File: src/rtl/pulse_peak_detector.sv
// pulse_peak_detector: extracts one record per pulse (peak amplitude, time of
// first peak sample, width above threshold) from the shaped filter stream.
// Records sit in a single-entry valid/ready output register. A hold-off
// after each pulse suppresses filter ringing.
// Optional build macro PEAK_DET_PILEUP_EN: flags a re-trigger seen during
// hold-off on the next emitted record. Without it peak_pileup is always 0.
module pulse_peak_detector #(
  parameter int DATA_W      = 16,
  parameter int TIME_W      = 32,
  parameter int WIDTH_W     = 16,
  parameter int MIN_WIDTH   = 4,
  parameter int HOLDOFF_LEN = 16
) (
  input  logic               clk,
  input  logic               reset,
  input  logic [DATA_W-1:0]  filter_data,
  input  logic [DATA_W-1:0]  threshold,
  input  logic               out_ready,
  output logic               peak_valid,
  output logic [DATA_W-1:0]  peak_amplitude,
  output logic [TIME_W-1:0]  peak_time,
  output logic [WIDTH_W-1:0] peak_width,
  output logic               peak_pileup,
  output logic [WIDTH_W-1:0] lost_cnt,
  output logic               busy
);

  localparam logic [1:0] ST_IDLE = 2'd0;
  localparam logic [1:0] ST_RISE = 2'd1;
  localparam logic [1:0] ST_HOLD = 2'd2;

  localparam int               HC_W      = $clog2(HOLDOFF_LEN + 1);
  localparam logic [HC_W-1:0]  HOLD_LAST = HC_W'(HOLDOFF_LEN - 1);
  localparam logic [WIDTH_W-1:0] W_MAX   = {WIDTH_W{1'b1}};
  localparam logic [WIDTH_W-1:0] W_MIN   = WIDTH_W'(MIN_WIDTH);

  // input stage and timestamp
  logic [DATA_W-1:0]  s_q, s_d;
  logic [TIME_W-1:0]  s_ts_q, s_ts_d;
  logic [TIME_W-1:0]  ts_q, ts_d;
  // pulse tracking
  logic [1:0]         state_q, state_d;
  logic [DATA_W-1:0]  max_q, max_d;
  logic [TIME_W-1:0]  max_t_q, max_t_d;
  logic [WIDTH_W-1:0] width_q, width_d;
  logic [HC_W-1:0]    hold_cnt_q, hold_cnt_d;
  // output register
  logic               valid_q, valid_d;
  logic [DATA_W-1:0]  amp_q, amp_d;
  logic [TIME_W-1:0]  time_q, time_d;
  logic [WIDTH_W-1:0] pw_q, pw_d;
  logic               pile_q, pile_d;
  logic [WIDTH_W-1:0] lost_q, lost_d;
  logic               busy_q, busy_d;

  logic above_s;
  logic emit_s;
  logic pile_rec_s;

  assign above_s = $signed(s_q) > $signed(threshold);

  // Input register: sample, its capture timestamp, free-running counter.
  always_comb begin
    s_d    = filter_data;
    s_ts_d = ts_q;
    ts_d   = ts_q + TIME_W'(1);
  end

  // Pulse FSM: track max/time/width in RISE, enforce hold-off afterwards.
  always_comb begin
    state_d    = state_q;
    max_d      = max_q;
    max_t_d    = max_t_q;
    width_d    = width_q;
    hold_cnt_d = hold_cnt_q;
    emit_s     = 1'b0;
    case (state_q)
      ST_IDLE: begin
        if (above_s) begin
          state_d = ST_RISE;
          max_d   = s_q;
          max_t_d = s_ts_q;
          width_d = WIDTH_W'(1);
        end else begin
          state_d = ST_IDLE;
        end
      end
      ST_RISE: begin
        if (above_s) begin
          if (width_q != W_MAX) begin
            width_d = width_q + WIDTH_W'(1);
          end else begin
            width_d = width_q;
          end
          // strict compare: ties keep the earlier timestamp
          if ($signed(s_q) > $signed(max_q)) begin
            max_d   = s_q;
            max_t_d = s_ts_q;
          end else begin
            max_d   = max_q;
          end
        end else if (width_q >= W_MIN) begin
          emit_s     = 1'b1;
          state_d    = ST_HOLD;
          hold_cnt_d = '0;
        end else begin
          state_d = ST_IDLE;
        end
      end
      ST_HOLD: begin
        if ((hold_cnt_q >= HOLD_LAST) && !above_s) begin
          state_d = ST_IDLE;
        end else if (hold_cnt_q < HOLD_LAST) begin
          hold_cnt_d = hold_cnt_q + HC_W'(1);
        end else begin
          hold_cnt_d = hold_cnt_q;
        end
      end
      default: begin
        state_d = ST_IDLE;
      end
    endcase
    busy_d = (state_d != ST_IDLE);
  end

`ifdef PEAK_DET_PILEUP_EN
  logic prev_above_q;
  logic pile_flag_q, pile_flag_d;

  // Sticky pile-up flag: set on a rising crossing during hold-off, cleared by an emit.
  always_comb begin
    if (emit_s) begin
      pile_flag_d = 1'b0;
    end else if ((state_q == ST_HOLD) && above_s && !prev_above_q) begin
      pile_flag_d = 1'b1;
    end else begin
      pile_flag_d = pile_flag_q;
    end
  end

  // Pile-up state registers.
  always_ff @(posedge clk or negedge reset) begin
    if (!reset) begin
      prev_above_q <= 1'b0;
      pile_flag_q  <= 1'b0;
    end else begin
      prev_above_q <= above_s;
      pile_flag_q  <= pile_flag_d;
    end
  end

  assign pile_rec_s = pile_flag_q;
`else
  assign pile_rec_s = 1'b0;
`endif

  // Output register: load on emit when free or being accepted, else count a drop.
  always_comb begin
    valid_d = valid_q;
    amp_d   = amp_q;
    time_d  = time_q;
    pw_d    = pw_q;
    pile_d  = pile_q;
    lost_d  = lost_q;
    if (emit_s && (!valid_q || out_ready)) begin
      valid_d = 1'b1;
      amp_d   = max_q;
      time_d  = max_t_q;
      pw_d    = width_q;
      pile_d  = pile_rec_s;
    end else if (emit_s) begin
      if (lost_q != W_MAX) begin
        lost_d = lost_q + WIDTH_W'(1);
      end else begin
        lost_d = lost_q;
      end
    end else if (valid_q && out_ready) begin
      valid_d = 1'b0;
    end else begin
      valid_d = valid_q;
    end
  end

  // All state registers with asynchronous active-low clear.
  always_ff @(posedge clk or negedge reset) begin
    if (!reset) begin
      s_q        <= '0;
      s_ts_q     <= '0;
      ts_q       <= '0;
      state_q    <= ST_IDLE;
      max_q      <= '0;
      max_t_q    <= '0;
      width_q    <= '0;
      hold_cnt_q <= '0;
      valid_q    <= 1'b0;
      amp_q      <= '0;
      time_q     <= '0;
      pw_q       <= '0;
      pile_q     <= 1'b0;
      lost_q     <= '0;
      busy_q     <= 1'b0;
    end else begin
      s_q        <= s_d;
      s_ts_q     <= s_ts_d;
      ts_q       <= ts_d;
      state_q    <= state_d;
      max_q      <= max_d;
      max_t_q    <= max_t_d;
      width_q    <= width_d;
      hold_cnt_q <= hold_cnt_d;
      valid_q    <= valid_d;
      amp_q      <= amp_d;
      time_q     <= time_d;
      pw_q       <= pw_d;
      pile_q     <= pile_d;
      lost_q     <= lost_d;
      busy_q     <= busy_d;
    end
  end

  assign peak_valid     = valid_q;
  assign peak_amplitude = amp_q;
  assign peak_time      = time_q;
  assign peak_width     = pw_q;
  assign peak_pileup    = pile_q;
  assign lost_cnt       = lost_q;
  assign busy           = busy_q;

endmodule

File: config.mk
export PLATFORM = sky130hd
export DESIGN_NAME = pulse_peak_detector
export DESIGN_NICKNAME = d
export VERILOG_FILES = /design/src/rtl/pulse_peak_detector.sv
export SDC_FILE = /design/constraint.sdc
export NUM_CORES = 1
export LEC_CHECK = 0
export BUFFER_PORTS_ARGS = -buffer_cell sky130_fd_sc_hd__buf_2
export CORE_MARGIN = 3
export CORE_UTILIZATION = 45
export DETAILED_ROUTE_END_ITERATION = 10
export HOLD_SLACK_MARGIN = 0.12
export PLACE_DENSITY = 0.61
export SETUP_SLACK_MARGIN = 0.1
export SKIP_CTS_REPAIR_TIMING = 1
export SLEW_MARGIN = 40
export SYNTH_ARGS = -nofsm -noshare
export SYNTH_HDL_FRONTEND = slang
export SYNTH_SLANG_ARGS = --single-unit
File: constraint.sdc
create_clock -name clk -period 5.52 [get_ports clk]
set_input_delay 1.104 -clock clk [delete_from_list [all_inputs] [get_ports clk]]
set_output_delay 1.104 -clock clk [all_outputs]
set_load 0.005 [all_outputs]
; After elaboration in Yosys (flattened, before gate mapping)
; Index checks and enable logic that the tools add are counted.
[word_totals]
regBits = 233
inputBits = 35
[op_classes]
n_addsub = 4
n_lt_le_gt_ge = 5
n_eq_ne = 13
muxes = 28
bitwise_logic = 1
reduce_logical = 16
[ops]
columns = op, count
row1 = 16-bit two-way mux, 6
row2 = 32-bit two-way mux, 3
row3 = 16-bit case mux with 2 select lines, 2
row4 = 32-bit case mux with 2 select lines, 1
row5 = 16-bit by 1-bit adder with 16-bit output (second input constant), 2
row6 = 32-bit by 1-bit adder with 32-bit output (second input constant), 1
row7 = 16-bit greater-than comparator, 2
row8 = 16-bit inequality test (second input constant), 2
row9 = 5-bit two-way mux, 4
row10 = 16-bit by 3-bit greater-or-equal comparator with 1-bit output (second input constant), 1
row11 = 2-bit inequality test (second input constant), 8
row12 = 5-bit case mux with 2 select lines, 1
row13 = 4-bit AND reduction, 2
row14 = 2-bit nonzero test, 4
row15 = 1-bit two-way mux, 7
row16 = 2-bit two-way mux, 3
row17 = 2-bit case mux with 3 select lines, 1
row18 = 5-bit by 1-bit adder with 5-bit output (second input constant), 1
row19 = 5-bit by 4-bit greater-or-equal comparator with 1-bit output (second input constant), 1
row20 = 5-bit by 4-bit less-than comparator with 1-bit output (second input constant), 1
row21 = 5-bit AND reduction, 1
row22 = 1-bit logical AND, 3
row23 = 3-bit AND reduction, 1
row24 = 2-bit by 1-bit equality test with 1-bit output (second input constant), 1
row25 = other kinds (7), 8

; Depth between registers and ports, before layout
[depth]
ltp_word = 7
ltp_mapped = 11
depth_no_buf = 10

; Worst setup path after synthesis
; OpenSTA, ideal clock, no wires.
[synth_path]
path_kind = input to register
startpoint = input port threshold[15]
endpoint = register max_q[0]
setup_time_ns = 0.127
arrival_time_ns = 3.207
required_ns = 5.393
setup_slack_ns = 2.185
path_stages = 11
path_buffers = 2
path_cell_list = inv_1 ha_1 nand4_2 and4bb_2 or2_2 a31oi_2 nand2_2 a21oi_2 buf_4 buf_6 mux2_1
[synth_via]
elab_chain_len = 3
word_cells_on_any_way = 4
cone_classes = 1 x order compare / 2 x eq/ne / 1 x reduce/logical
[synth_lines]
columns = item, line_no
row1 = "start, declared", 17  ; input logic [DATA_W-1:0] threshold,
row2 = 16-bit greater-than comparator *, 60  ; assign above_s = $signed(s_q) > $signed(threshold);
row3 = 2-bit inequality test (no source line), --
row4 = 4-bit AND reduction (no source line) *, --
row5 = "end signal, assigned", 207  ; max_q <= max_d;
row6 = "end, declared", 43  ; logic [DATA_W-1:0] max_q, max_d;
; Every way passes the cells marked *; elsewhere a longest branch is shown, timed or not.
; A chain may end at the register's enable or synchronous reset.

; Worst setup path after layout
[layout_path]
startpoint = input port threshold[15]
endpoint = register max_t_q[4]
[layout_via]
elab_chain_len = 3
word_cells_on_any_way = 4
cone_classes = 1 x order compare / 2 x eq/ne / 1 x reduce/logical
[layout_lines]
columns = item, line_no
row1 = 16-bit greater-than comparator *, 60
row2 = 2-bit inequality test (no source line), --
row3 = 4-bit AND reduction (no source line) *, --
row4 = "end signal, assigned", 208  ; max_t_q <= max_t_d;
row5 = "end, declared", 44  ; logic [TIME_W-1:0] max_t_q, max_t_d;
; Marked as above.

==> impl_metrics.tcl <==
set metrics [dict create \
    final_cell_mix "dfrtp_1, buf_2, mux2_1" \
    grt_setup_unrepaired "no" \
    n_fill_cell 1813 \
    synth-warning-count 0 \
    finalNonFillerCells 1198 \
    final_area_mm2 0.0117 \
    postRouteAntennaNets 0 \
    worstPathRequired_ps 5910 \
    dpl.hpwl_um 13300 \
    worstPathMaxFanout 40 \
    synth.distinct_cells 60 \
    area_growth_pct 18.3 \
    ys_async_sr_fraction 1.00 \
    grt_pass1_wl_um 32900 \
    timing.critical_path.cells "buf_2, inv_1, ha_1, nand4_2, nor4_2, o21ai_1, a31oi_2, nand2_2, a21oi_4, buf_12, mux2_2" \
    holdPathStages 0 \
    place_area_mm2 0.0108 \
    grt_usage 0.165 \
    power.leakage_nw 6.02 \
    drc_errors 0 \
    syn_inst 779 \
    grt_pass1_vias 6397 \
    hold_path_end "s_ts_q[31]$_DFF_PN0_" \
    core_mm2 0.0213 \
    htree_levels 1 \
    cts.sinks 233 \
    first_pass_iters 4 \
    min_path_type "flip-flop to flip-flop" \
    crit_arrival_ps 4070 \
    max_slew_margin 0.578 \
    final-setup-viol-count 0 \
    r2r_end "max_t_q[4]$_DFFE_PN0P_" \
    cts_tree "yes" \
    max_freq_mhz 272 \
    r2r_slack_ps 2110 \
    dieArea_mm2 0.0237 \
    synth_area_per_cell_um2 12.7 \
    clock_latency_ps 510 \
    slowest_delay_ps 460 \
    layout.area.seq_mm2 0.00583 \
    drive_gt1_frac 0.230 \
    place_ws_ps 1310 \
    gp_congestion 0.778 \
    top_level_ports 118 \
    wire_per_inst_um 16.0 \
    root_buffer "clkbuf_16" \
    cts_buffers 25 \
    synth_edf_count 0 \
    drtIter0Drc 223 \
    antenna_cells 0 \
    status "finished, final reports clean" \
    clock_skew_ps 11.8 \
    detail_route.wirelength_um 19200 \
    worst_pin_slew_ps 630 \
    syn_area_mm2 0.00986 \
    final_common_cell "dfrtp_1" \
    vias 6144 \
    rr_startpoint "s_q[15]$_DFF_PN0_" \
    grt_overflow 0 \
    cap_violations 0 \
    die_y_um 154 \
    io_buffers 116 \
    cp-start-kind "primary input" \
    grt_max_degree 64 \
    worstRegToRegCells 9 \
    fin_crit_sh 0.666 \
    fp.dieW_um 154 \
    synthFlopType "dfrtp_1" \
    clkTransAtPathRegs_ps 60 \
    multi_input_area_mm2 0.00374 \
    power_density_mw_per_mm2 426 \
    row_count 53 \
    slowest_stage "a21oi_4" \
    ir_drop_v 0.000257 \
    yosysSeqAreaShare 0.591 \
    dp.cells 1152 \
    tns_ps 0 \
    clockBufferDepth 3 \
    synth_seq_cells 233 \
    layout_setup_ws_ps 1850 \
    period_needed_ps 3670 \
    avgViaCountPerCell 5.13 \
    syn-num-nets 852 \
    fin_nets 977 \
    min-delay-start "s_ts_d[31]$_DFF_PN0_" \
    antenna_found_initial 0 \
    end_kind "flip-flop" \
    drv_slew 0 \
    worst-setup-path-type "primary input to flip-flop" \
    start_util 0.463 \
    hold_violations 0 \
]
## worst max path at each step
stage | end | from | depth (start not counted)
after floorplan | max_q[0]$_DFFE_PN0P_ | threshold[15] | 11
after global placement | peak_width[12]$_DFFE_PN0P_ | threshold[15] | 10
after detailed placement | max_t_q[20]$_DFFE_PN0P_ | threshold[15] | 11
after CTS | max_t_q[8]$_DFFE_PN0P_ | threshold[15] | 11
after global routing | max_t_q[20]$_DFFE_PN0P_ | threshold[15] | 11
final | max_t_q[4]$_DFFE_PN0P_ | threshold[15] | 11
## power by group
part | internal (W) | switching, W | total (W)
registers | 0.00195 | 0.000176 | 0.00213
logic | 0.000499 | 0.000612 | 0.00111
clock network | 0.00107 | 0.000660 | 0.00173
total | 0.00352 | 0.00145 | 0.00497
## synth_stat cells, drive strengths merged (4+ instances only)
master | instances | share of area
a21oi | 20 | 0.011
a31oi | 4 | 0.0032
and3 | 19 | 0.012
buf | 16 | 0.011
clkbuf | 12 | 0.0046
dfrtp | 233 | 0.59
ha | 38 | 0.048
inv | 42 | 0.016
mux2 | 97 | 0.11
nand2 | 64 | 0.025
nand3 | 39 | 0.020
nand4 | 23 | 0.016
nor2 | 12 | 0.0046
nor2b | 6 | 0.0038
nor3 | 12 | 0.0061
nor4 | 15 | 0.015
o21ai | 26 | 0.013
or4b | 6 | 0.0061
xnor2 | 25 | 0.022
xor2 | 20 | 0.018
## critical path: cells and delay by family
family,cells,cell delay (ps)
buffers and inverters,3,400
muxes,1,370
adders and majority gates,1,370
and+or+nand+nor,3,870
AOI/OAI and AO/OA,3,930
## layout make-up
cell class                      count  area share
Clock inverter                     10      0.0116
Tap cell                          275      0.0295
Sequential cell                   233       0.500
Multi-Input combinational cell    476       0.320
Timing Repair Buffer              126      0.0626
Inverter                           42      0.0135
Clock buffer                       36      0.0631
## per-stage QoR
step	hold slack, ps	utilization	power [W]
3_5_place_dp	389	0.507	0.00330
4_1_cts	405	0.548	0.00506
2_1_floorplan	372	-	0.00286
5_1_grt	421	0.548	0.00528
3_3_place_gp	383	0.504	0.00324
6_report	405	0.548	0.00497
## flip-flops by register name, indices dropped and copies added, names as in the netlist, 5 cells and up
name	cells
peak_amplitude	16
s_ts_d	32
width_q	16
lost_cnt	16
s_ts_q	32
max_q	16
peak_width	16
s_q	16
hold_cnt_q	5
max_t_q	32
peak_time	32
## routing by layer
layer  GRT usage  share of wire
met4      0.0366          0.018
met3      0.0245          0.036
met2       0.268           0.47
met1       0.238           0.48
met5           0              0
## kinds of logic (layout without fill, tap and decap cells)
family,Yosys count,count (layout),synth area share
mux,99,99,0.113
xor+xnor,45,45,0.0400
compound gates,73,73,0.0487
buf+inv,70,214,0.0317
flops,233,233,0.591
fa+ha+maj,38,38,0.0482
simple gates,220,220,0.127
other cells,1,1,0.000380
(Power assumes the default switching activity.)
